==> src/rtl/serial_adder_ctrl.sv <==
// Bit-serial adder sequencer: one shared full-adder slice (two half adders
// plus a carry OR) walks WIDTH operand bits LSB first, one bit per clock.

// Single half-adder stage; instanced twice to form the full-adder slice.
module serial_adder_ha (
  input  logic x,
  input  logic y,
  output logic s,
  output logic c
);
  assign s = x ^ y;
  assign c = x & y;
endmodule

module serial_adder_ctrl #(
  parameter int WIDTH = 8,
  parameter int CNT_W = $clog2(WIDTH) + 1
) (
  input  logic             clk,
  input  logic             rst_n,
  input  logic             start,
  input  logic [WIDTH-1:0] a,
  input  logic [WIDTH-1:0] b,
  input  logic             cin,
  output logic             busy,
  output logic             done,
  output logic [WIDTH-1:0] sum,
  output logic             cout
);

  typedef enum logic [1:0] {IDLE, RUN, DONE} state_t;

  state_t             state;
  logic [WIDTH-1:0]   sa, sb;
  logic               carry;
  logic [CNT_W-1:0]   cnt;
  logic               s1, c1, s2, c2, cnext;

  // Shared slice: stage 1 adds the operand bits, stage 2 folds in the carry.
  serial_adder_ha u_ha1 (.x(sa[0]), .y(sb[0]), .s(s1), .c(c1));
  serial_adder_ha u_ha2 (.x(s1),    .y(carry), .s(s2), .c(c2));
  assign cnext = c1 | c2;

  // Sequencer: operand capture, bit shifting, carry/count and handshake.
  always_ff @(posedge clk or negedge rst_n) begin
    if (!rst_n) begin
      state <= IDLE;
      busy  <= 1'b0;
      done  <= 1'b0;
      sum   <= '0;
      cout  <= 1'b0;
      sa    <= '0;
      sb    <= '0;
      carry <= 1'b0;
      cnt   <= '0;
    end else begin
      case (state)
        IDLE: begin
          if (start) begin
            sa    <= a;
            sb    <= b;
            carry <= cin;
            sum   <= '0;
            cout  <= 1'b0;
            cnt   <= '0;
            busy  <= 1'b1;
            state <= RUN;
          end
        end
        RUN: begin
          sum   <= {s2, sum[WIDTH-1:1]};
          sa    <= {1'b0, sa[WIDTH-1:1]};
          sb    <= {1'b0, sb[WIDTH-1:1]};
          carry <= cnext;
          cnt   <= cnt + CNT_W'(1);
          // Last bit goes in on this edge; the final carry becomes cout.
          if (cnt == CNT_W'(WIDTH - 1)) begin
            cout  <= cnext;
            busy  <= 1'b0;
            done  <= 1'b1;
            state <= DONE;
          end
        end
        DONE: begin
          done  <= 1'b0;
          state <= IDLE;
        end
        default: state <= IDLE;
      endcase
    end
  end

endmodule

==> config.mk <==
export PLATFORM = sky130hd
export DESIGN_NAME = serial_adder_ctrl
export DESIGN_NICKNAME = d
export VERILOG_FILES = /design/src/rtl/serial_adder_ctrl.sv
export SDC_FILE = /design/constraint.sdc
export NUM_CORES = 1
export LEC_CHECK = 0
export ABC_AREA = 1
export BUFFER_PORTS_ARGS = -buffer_cell sky130_fd_sc_hd__buf_4
export CORE_AREA = 3 3 77 79
export CTS_BUF_LIST = sky130_fd_sc_hd__clkbuf_4 sky130_fd_sc_hd__clkbuf_8
export DETAILED_ROUTE_END_ITERATION = 8
export DIE_AREA = 0 0 80 82
export GPL_ROUTABILITY_DRIVEN = 0
export GPL_TIMING_DRIVEN = 1
export PLACE_DENSITY = 0.49
export SKIP_CTS_REPAIR_TIMING = 1
export SYNTH_ARGS = -nofsm -noshare
export SYNTH_HDL_FRONTEND = slang
export SYNTH_SLANG_ARGS = --single-unit
==> constraint.sdc <==
create_clock -name clk -period 2.3 [get_ports clk]
set_input_delay 0.46 -clock clk [delete_from_list [all_inputs] [get_ports clk]]
set_output_delay 0.46 -clock clk [all_outputs]
set_load 0.03 [all_outputs]
== Word level (Yosys, flattened, before mapping) ==
Cells that the tools add are included.
Storage, ports and cells
  input port bits: 20
  logic and storage cells: 48
  output and inout bits: 11
  flip-flop bits (word level): 34
Operators by class
  bitwise operators: 5
  equality and inequality tests: 5
  reduce and logical (&&, ||, !) cells: 7
  $add $sub $neg: 1
  multiplexer cells: 21
Operators with widths (number)
  one-hot mux 8 bit (2 select lines): 3
  2-to-1 mux 8 bit: 3
  one-hot mux 1 bit (2 select lines): 4
  one-hot mux 4 bit (2 select lines): 1
  2-to-1 mux 1 bit: 6
  AND reduction 2 bit: 3
  adder 4 x 1 -> 4 bit, second input constant: 1
  == test 4 x 3 -> 1 bit, second input constant: 1
  2-to-1 mux 2 bit: 2
  2-to-1 mux 4 bit: 1
  inequality test 2 bit, second input constant: 2
  one-hot mux 2 bit (2 select lines): 1
  nonzero test 2 bit: 2
  AND reduction 3 bit: 1
  AND 1 bit: 2
  == test 2 x 1 -> 1 bit, second input constant: 1
  == test 2 bit, second input constant: 1
  logical NOT 2 bit: 1
  bitwise XOR 1 bit: 2
  OR 1 bit: 1

== Longest topological paths before layout ==
Gate-level depths: netlist of run 1.
  depth in word-level cells: 5
  depth in mapped cells: 7
  gate-level depth less buffers: 6

== Cells and area by module ==
A second synthesis of run 1 with hierarchy kept.
Unflattened totals
  cells, all modules: 182
  area, all modules: 1551.5 um2
By module, submodules not included
  serial_adder_ctrl: times used 1, area each 1526.5 um2, cells an instance 180
  serial_adder_ha: times used 2, area each 12.5 um2, cells an instance 1

== Worst setup path before layout of run 1 ==
No wires, ideal clock.
  path type: register to register
  from: reg carry
  to: reg cout
  stages on the path, launching flop included: 6
  required time: 2.235 ns
  period minus slack after synthesis: 1.090 ns
  path slack: 1.210 ns
  data arrival time: 1.025 ns
  setup time: 0.065 ns
  cell sequence: dfrtp_1 -> inv_1 -> fa_1 -> nor2_1 -> nand3_1 -> nand2_1
Between the ends
  word-level cells in the longest chain between the ends: 4
RTL lines
  start, declared: RTL line 35  | logic carry;
  start signal, assigned: RTL line 62  | carry <= cin;
  start signal, assigned: RTL line 74  | carry <= cnext;
  AND 1 bit: RTL line 12  | assign c = x & y;
  OR 1 bit: RTL line 42  | assign cnext = c1 | c2;
  2-to-1 mux 1 bit: RTL line 77  | if (cnt == CNT_W'(WIDTH - 1)) begin
  one-hot mux 1 bit (2 select lines): RTL line 57  | case (state)
  end signal, assigned: RTL line 78  | cout <= cnext;
  end, declared: RTL line 28  | output logic cout
No other way between the ends. The select of a mux whose other input is x is not followed.
A chain may end at the register's enable or synchronous reset.

== Worst setup path in the final report of run 1 ==
  from: reg state[1]
  to: reg sb[5]
Between the ends
  word-level cells in the longest chain between the ends: 3
  elaborated cells on any way between the ends: 6
RTL lines
  start, declared: RTL line 33  | state_t state;
  start signal, assigned: RTL line 47  | state <= IDLE;
  start signal, assigned: RTL line 67  | state <= RUN;
  start signal, assigned: RTL line 81  | state <= DONE;
  == test 2 x 1 -> 1 bit / logical NOT 2 bit (equally long branches): RTL line 57
  nonzero test 2 bit (no source line) / inequality test 2 bit (equally long branches)
  AND reduction 2 bit (no source line)
  end signal, assigned: RTL line 73  | sb <= {1'b0, sb[WIDTH-1:1]};
  end, declared: RTL line 34  | logic [WIDTH-1:0] sa, sb;
Several ways; a longest one is shown, not always the timed one.

==> results_dict.tcl, run 1 <==
set metrics [dict create \
    gr-max-usage-layer "met2" \
    synth-warning-count 0 \
    groute.layer.met1.usage 0.1442 \
    power.net_switching_uw 1166 \
    die_area_um2 6560 \
    chipWidth_um 80 \
    grt_pass1_vias 1213 \
    post_synth_instance_area_um2 1579 \
    filler_cell_count 594 \
    route.detailed.vias_per_inst 4.247 \
    clock_sinks 34 \
    worst_r2r_path_depth 6 \
    ys.flop_type "dfrtp_1" \
    syn-instance-count 186 \
    startpoint_type "flip-flop" \
    report.final.slew_viol_count 0 \
    ioPinCount 31 \
    synth_largest_area_cell "dfrtp_1" \
    ratio_of_cells_with_drive_above_1_in_the_final_layout 0.2636 \
    final_core_utilization 0.3627 \
    clock_insertion_delay_worst_skew_ns 0.28 \
    power-per-cell-area_nw_per_um2 1405 \
    pin_count_of_the_biggest_net_entering_global_routing 35 \
    global_routing_usage_summed_across_all_routing_layers 0.1111 \
    yosys_cell_types 20 \
    yosys_register_bits 34 \
    dr.pass1.iters 4 \
    comb_power_share 0.460 \
    global_route.usage.met3 0.03070 \
    clock_edge_transition_at_the_registers_on_the_reported_setup_and_hold_paths_ns 0.07 \
    cts_tree "yes" \
    kind_of_path_behind_the_tightest_hold_check "in -> async" \
    layout_min_cycle_time_ns 1.419 \
    cp.required_ns 2.51 \
    floorplan.rows 27 \
    cts_made_buffers 5 \
    globalRouteMet2Util 0.1722 \
    grt-ovfl-total 0 \
    critPathArrivalTime_ns 1.63 \
    post-dp-hpwl_um 2178 \
    timing.critical_path.to_type "flip-flop" \
    hold_violations 0 \
    internal_pwr_total_uw 1589 \
    timing.critical_path.slowest_stage_cell "dfrtp_1" \
    numPortBuffers 30 \
    post_synth.cell_area_avg_um2 8.489 \
    p_clk_frac 0.166 \
    synth-async-reset-ratio 1.000 \
    finClkSkew_ns 0.006254 \
    peakVddDrop_v 0.0005256 \
    timing.critical_path.fanout_max 19 \
    timing.rr.end "sb[5]" \
    period_share 0.6169 \
    timing.slew.headroom 0.7016 \
    run_status "finished, final reports clean" \
    nNetsFinal 241 \
    cpLargestDelayFamily "simple AND/OR/NAND/NOR gates" \
    proportion_of_power_drawn_by_flip_flops_and_latches 0.373 \
    finalSetupViolCount 0 \
    critical_path.max_stage_delay_ns 0.41 \
    detailroute.via_count 1240 \
    synth-edff-count 0 \
    switching_share 0.4232 \
    postRouteWirelength_um 3174 \
    netlist_top_cells_area "dfrtp_1 54%, nand2_1 12%, inv_1 7.4%" \
    multiInputGateArea_um2 556.8 \
    number_of_buffer_and_inverter_stages_on_the_critical_path 2 \
    netlist.area_leader.share 0.5388 \
    grt_setup_unrepaired "no" \
    syn_nets 208 \
    clock_h_tree_levels 2 \
    yosys-top-cells-count "50 x nand2_1, 34 x dfrtp_1, 31 x inv_1" \
    first_pass_grt_wire_length_um 5533 \
    clockRootBuffer "clkbuf_8" \
    rr_startpoint "state[1]" \
    sequential_to_total_area_share_from_yosys_stat 0.5388 \
    antenna_violating_nets_post_route 0 \
    n_antenna_cell 0 \
    power.static_leakage_uw 0.001039 \
    synthMostInstantiatedCell "nand2_1" \
    reg2reg_setup_slack_ns 0.88 \
    die-height_um 82 \
    grt_antenna_before_repair 0 \
    sequential_cell_area_um2 850.8 \
    maxClockFrequency_ghz 0.7047 \
    sequence_of_cells_on_the_critical_path "inv_2 -> nand2_1 -> nand2_2 -> buf_4 -> nand3_1 -> o21ai_1" \
    timing.setup.critical_path_class "reg -> reg" \
    area_added_between_synthesis_and_finish_pct 24.17 \
    dr.first_iter.drc_count 19 \
    clockBufferDepth 2 \
    core-area_um2 5405 \
    drt-wirelength-per-cell_um 10.87 \
    final.setup.tns_ns 0 \
    effective_utilization_at_floorplan 0.2921 \
    drc_errors 0 \
    max_cap_violations 0 \
    tightest_slew_ns 0.4466 \
]
-- registers in the layout, indices dropped and copies added, names as in the netlist --
name	cells
busy	1
carry	1
cnt	4
cout	1
done	1
sa	8
sb	8
state	2
sum	8
-- area by class of cell --
cell class,instances,area share
Sequential cell,34,0.4340
Inverter,34,0.06509
Clock buffer,6,0.04212
Tap cell,72,0.04595
Clock inverter,2,0.006382
Timing Repair Buffer,32,0.1225
Multi-Input combinational cell,112,0.2840
-- cells by family after synthesis --
logic type               Yosys count  synth area share
buffers and inverters             40            0.1086
AO/OA/AOI/OAI                     27            0.1054
flip-flops                        34            0.5388
AND/OR/NAND/NOR                   83            0.2266
adder cells (fa/ha/maj)            2           0.02060
-- cell usage in the layout, fill, tap and decap left out, types with 2 or more instances in the layout --
| cell | n |
|---|---|
| buf_4 | 32 |
| clkbuf_8 | 6 |
| dfrtp_1 | 34 |
| inv_1 | 31 |
| inv_2 | 3 |
| nand2_1 | 50 |
| nand2_2 | 3 |
| nand3_1 | 12 |
| nor2_1 | 12 |
| nor2_2 | 4 |
| o21ai_0 | 2 |
| o21ai_1 | 12 |
| o21ai_2 | 5 |
| o22ai_1 | 7 |
-- routing by layer --
metal	part of all wire	vias up
li1	-	639
met1	0.49	571
met2	0.45	25
met3	0.047	5
met4	0.016	0
met5	0	-
-- per-stage QoR --
step / power [uW] / setup WS, ns / std cells / hold slack [ns] / instance area [um^2]
after floorplan: 1991 / 1.210 / 186 / 0.1644 / 1579
after global placement: 2314 / 0.8556 / 284 / 0.4439 / 1866
after detailed placement: 2330 / 0.8345 / 284 / 0.4448 / 1866
after CTS: 2804 / 0.8749 / 292 / 0.1295 / 1961
after global routing: 3034 / 0.7098 / 292 / 0.1409 / 1961
final: 2755 / 0.8810 / 292 / 0.1180 / 1961
-- worst reg2reg max path: cells and delay by family, from the launching register on --
family                 cells  cell delay [ns]
AND/OR/NAND/NOR            3             0.45
flip-flops                 1             0.41
buffers and inverters      2             0.40
AO/OA/AOI/OAI              1             0.09
-- worst max path at each step --
stage / startpoint / endpoint / slack (ns) / depth (start not counted)
global placement: start / sa[4] / 0.86 / 6
CTS: state[1] / sb[1] / 0.87 / 6
global route: state[1] / sb[6] / 0.71 / 6
finish: state[1] / sb[5] / 0.88 / 6
detailed placement: start / sa[2] / 0.83 / 6
floorplan: carry / cout / 1.21 / 5
-- power groups by stage --
stage	Clock (uW)	Combinational [uW]	Sequential, uW
floorplan	0	813	1180
global placement	0	1280	1040
detailed placement	0	1290	1040
CTS	480	1290	1030
global route	500	1470	1070
finish	458	1270	1030
(Power assumes the default switching activity.)
==> run 2: changes to the inputs <==
Settings changed: PLACE_DENSITY 0.49 to 0.5.
Clock period 2.3 ns to 1.29 ns, I/O delays scaled along.
==> run 2 against run 1 <==
Power is 88% higher. Via count shrank 0.16%. Core utilization increased by 1.3 points. Final area increased by 3.7%. Hold slack better by 0.067 ns. Critical path depth is 2 lower. Die area is the same. Sequential power increased by 78%. Critical path type unchanged. Flip-flop and latch count is the same. Largest power group unchanged. Sequential share of layout area shrank 1.5 points. Count of clock-buffer cells in the layout is 2 higher. Routed wire length rose by 1.2%.
==> results_dict.tcl, run 2 (synthesis gave the netlist of run 1 again) <==
set metrics [dict create \
    die_area_um2 6560 \
    total_power_uw 5171 \
    drc_errors 0 \
    finClkSkew_ns 0.007664 \
    layout_min_cycle_time_ns 1.146 \
    critPathArrivalTime_ns 1.31 \
    report.final.slew_viol_count 0 \
    grt_setup_unrepaired "no" \
    clockRootBuffer "clkbuf_8" \
    startpoint_type "flip-flop" \
    tightest_slew_ns 0.4361 \
    clock_h_tree_levels 2 \
    run_status "finished, final reports clean" \
    drt-wirelength-per-cell_um 10.85 \
    mostFrequentLayoutCell "nand2_1" \
    dr.pass1.iters 4 \
    global_route.usage.met3 0.03728 \
    first_pass_grt_wire_length_um 5561 \
    peakVddDrop_v 0.0009188 \
    grt-ovfl-total 0 \
    floorplan.rows 27 \
    finalSetupViolCount 0 \
    period_share 0.8880 \
    clock_insertion_delay_worst_skew_ns 0.28 \
    chipWidth_um 80 \
    timing.slew.headroom 0.7093 \
    placement_stage_worst_setup_slack_ns 0.1127 \
    largest_registers "sa (8), sb (8), sum (8)" \
    dr.first_iter.drc_count 65 \
    die-height_um 82 \
    pin_count_of_the_biggest_net_entering_global_routing 35 \
    clock_edge_transition_at_the_registers_on_the_reported_setup_and_hold_paths_ns 0.07 \
    route.detailed.vias_per_inst 4.182 \
    gr-max-usage-layer "met2" \
    timing.critical_path.fanout_max 8 \
    ratio_of_cells_with_drive_above_1_in_the_final_layout 0.2723 \
    maxClockFrequency_ghz 0.8729 \
    detailroute.via_count 1238 \
    core-area_um2 5405 \
    kind_of_path_behind_the_tightest_hold_check "in -> reg" \
    grt_antenna_before_repair 0 \
    area_added_between_synthesis_and_finish_pct 28.76 \
    final.setup.tns_ns 0 \
    post-dp-hpwl_um 2258 \
    timing.critical_path.to_type "flip-flop" \
    clock_sinks 34 \
    holdWs_ns 0.1850 \
    power-per-cell-area_nw_per_um2 2543 \
    nNetsFinal 245 \
    layout_common_cells "50 x nand2_1, 34 x dfrtp_1, 33 x buf_4" \
    postRouteWirelength_um 3211 \
    antenna_violating_nets_post_route 0 \
    cts_made_buffers 5 \
    n_antenna_cell 0 \
    groute.layer.met1.usage 0.1415 \
    hold_violations 0 \
    power.static_leakage_uw 0.001076 \
    max_cap_violations 0 \
    clockBufferDepth 2 \
    finalWorstSetupSlack_ns 0.1444 \
    effective_utilization_at_floorplan 0.2921 \
    global_routing_usage_summed_across_all_routing_layers 0.1111 \
    globalRouteMet2Util 0.1755 \
    timing.setup.critical_path_class "reg -> reg" \
    cp.required_ns 1.46 \
    grt_pass1_vias 1219 \
    cts_tree "yes" \
    numPortBuffers 30 \
    ioPinCount 31 \
]
[run 2: cell types whose count changed in the layout (fill, tap and decap cells not counted), sizes merged]
cell / change
buf: +3
clkbuf: +2
clkinv: -1
clkinvlp: -1
dlygate4sd3: +1
[run 2: worst paths after layout]
check,start,endpoint,slack [ns],cells after the start
worst min register to register,sa[7],sa[7],0.47,2
max in group asynchronous,rst_n,sa[5],0.50,2
worst min-delay path,a[7],sa[7],0.19,3
min in group asynchronous,rst_n,sum[5],0.47,2
worst max-delay path,state[0],sa[0],0.14,4
worst max register to register,state[0],sa[0],0.14,4
[run 2: layout make-up]
cell class                 instances  area (um^2)
multi-input combinational        112        556.8
timing repair buffer              36        297.8
inverter                          34        127.6
sequential                        34        850.8
fill                             591         3372
tap                               72        90.09
clock buffer                       8        110.1
[run 2: worst max-delay path, cell delays in order, from the launching register on]
cell	delay [ns]
dfrtp_1	0.44
inv_2	0.11
nand3_2	0.21
o21ai_1	0.22
nor2_1	0.06
[run 2: layer usage]
layer / up-vias / wire length (um)
met5: - / 0
met4: 0 / 42
met3: 6 / 185
met2: 28 / 1459
met1: 562 / 1524
li1: 642 / -
[run 2: metrics by stage]
step                cell area [um^2]  instances    util
finish                          2033        296  0.3762
global route                    2033        296  0.3762
CTS                             2023        295  0.3743
detailed placement              1913        287  0.3539
global placement                1913        287  0.3539
floorplan                       1579        186       -
[run 2: where the power goes]
group / leakage, uW / internal [uW] / switching, uW / total, uW
clock network: 0.0000575 / 539 / 369 / 908
registers: 0.000422 / 1560 / 269 / 1830
logic: 0.000596 / 982 / 1450 / 2430
==> run 3: changes to the inputs <==
Settings changed: CORE_AREA 3 3 77 79 to 3 3 62 64, DIE_AREA 0 0 80 82 to 0 0 65 67, PLACE_DENSITY 0.5 to 0.72.
==> run 3 against run 2 <==
Clock power shrank 30%. Count of clock-buffer cells in the layout is 1 lower. Clock skew up 0.0064 ns. First-iteration DRC count is the same. Global-route usage is 5.3 points higher. Cell count fell by 9.1%. Critical path depth grew 1. Highest routed layer unchanged. Power down 5.6%. Sequential share of layout area grew 1.6 points. Critical endpoint is now sb[5].
==> results_dict.tcl, run 3 (synthesis gave the netlist of run 1 again) <==
set metrics [dict create \
    timing.slew.headroom 0.7107 \
    reg2reg_setup_slack_ns 0.09 \
    tightest_slew_ns 0.4339 \
    finClkSkew_ns 0.01407 \
    finalSetupViolCount 0 \
    clock_sinks 34 \
    post-dp-hpwl_um 2063 \
    critical_path.max_stage_delay_ns 0.47 \
    cts_made_buffers 5 \
    worst_r2r_path_depth 5 \
    dr.first_iter.drc_count 65 \
    grt_antenna_before_repair 0 \
    filler_cell_count 328 \
    ioPinCount 31 \
    crit_start "state[0]" \
    layout_min_cycle_time_ns 1.201 \
    clockBufferDepth 2 \
    max_cap_violations 0 \
    largest_registers "sa (8), sb (8), sum (8)" \
    placement_stage_worst_setup_slack_ns 0.08920 \
    run_status "finished, final reports clean" \
    global_routing_usage_summed_across_all_routing_layers 0.1640 \
    area_added_between_synthesis_and_finish_pct 23.93 \
    timing.setup.critical_path_class "reg -> reg" \
    postRouteWirelength_um 3022 \
    die_area_um2 4355 \
    die-height_um 67 \
    sequence_of_cells_on_the_critical_path "nand2_2 -> buf_4 -> nand2_1 -> nand3_1 -> o21ai_1" \
    drt-wirelength-per-cell_um 11.23 \
    nNetsFinal 244 \
    core-area_um2 3337 \
    timing.rr.end "sb[5]" \
    timing.critical_path.slowest_stage_cell "dfrtp_1" \
    grt-ovfl-total 0 \
    placedInstanceArea_um2 1873 \
    total_power_uw 4884 \
    effective_utilization_at_floorplan 0.4732 \
    final.setup.tns_ns 0 \
    clock_insertion_delay_worst_skew_ns 0.34 \
    hold_violations 0 \
    detailroute.via_count 1242 \
    chipWidth_um 65 \
    cp.required_ns 1.51 \
    timing.critical_path.to_type "flip-flop" \
    power-per-cell-area_nw_per_um2 2496 \
    floorplan.rows 21 \
    peakVddDrop_v 0.001081 \
    critPathCapture "sb[5]" \
    n_antenna_cell 0 \
    critPathArrivalTime_ns 1.42 \
    timing.critical_path.fanout_max 20 \
    period_share 0.9310 \
    clock_edge_transition_at_the_registers_on_the_reported_setup_and_hold_paths_ns 0.10 \
    report.final.slew_viol_count 0 \
    ratio_of_cells_with_drive_above_1_in_the_final_layout 0.2780 \
    antenna_violating_nets_post_route 0 \
    maxClockFrequency_ghz 0.8326 \
    pin_count_of_the_biggest_net_entering_global_routing 35 \
    startpoint_type "flip-flop" \
    dr.pass1.iters 4 \
    mostFrequentLayoutCell "nand2_1" \
    power.static_leakage_uw 0.001060 \
    number_of_placed_cells_counting_well_taps 260 \
    cts_tree "yes" \
    clock_h_tree_levels 2 \
    numPortBuffers 30 \
    first_pass_grt_wire_length_um 5347 \
    finalWorstSetupSlack_ns 0.08897 \
    route.detailed.vias_per_inst 4.617 \
    kind_of_path_behind_the_tightest_hold_check "in -> reg" \
    drc_errors 0 \
    rr_startpoint "state[0]" \
    design_area_final_um2 1957 \
    post_layout_nonfiller_instances 269 \
    clockRootBuffer "clkbuf_4" \
    grt_pass1_vias 1167 \
    layout_common_cells "49 x nand2_1, 34 x dfrtp_1, 32 x buf_4" \
]
run 3: worst min-delay path by stage:
stage          startpoint  endpoint  slack (ns)  depth (start not counted)
6_report             a[7]     sa[7]        0.12                          3
5_1_grt              a[7]     sa[7]        0.11                          3
2_1_floorplan       rst_n      busy       -0.04                          0
3_3_place_gp        rst_n     sb[3]        0.23                          1
3_5_place_dp        rst_n     sb[3]        0.23                          1
4_1_cts             rst_n    sum[2]       -0.14                          1
run 3: metrics by stage:
| step | hold slack (ns) | utilization |
|---|---|---|
| 3_3_place_gp | 0.2281 | 0.5613 |
| 2_1_floorplan | -0.03759 | - |
| 6_report | 0.1161 | 0.5864 |
| 4_1_cts | -0.1413 | 0.5804 |
| 5_1_grt | 0.1118 | 0.5864 |
| 3_5_place_dp | 0.2333 | 0.5613 |
run 3: final cells by class:
type | instances | area [um^2] | share of cell area
clock buffers | 7 | 58.81 | 0.03005
well taps | 46 | 57.56 | 0.02941
multi-input cells | 112 | 566.8 | 0.2896
repair buffers | 35 | 290.3 | 0.1483
clock inverters | 1 | 5.005 | 0.002558
inverters | 34 | 127.6 | 0.06522
flip-flops and latches | 34 | 850.8 | 0.4348
run 3: worst max-delay path, delay by kind of cell (launching register included):
family          cells  cell delay (ns)
flops               1             0.47
simple gates        3             0.30
compound gates      1             0.06
buf+inv             1             0.25
run 3: where the power goes:
| group | switching [uW] | internal, uW | total [uW] |
|---|---|---|---|
| Sequential | 261 | 1560 | 1820 |
| Combinational | 1470 | 966 | 2430 |
| Clock | 348 | 285 | 633 |
run 3: metal layers:
metal  track usage  up-vias  wire (um)
met5             0        -          0
met4       0.05541        0         46
met3       0.05059        6        144
met2        0.2618       20       1468
met1        0.2107      570       1362
li1              -      646          -
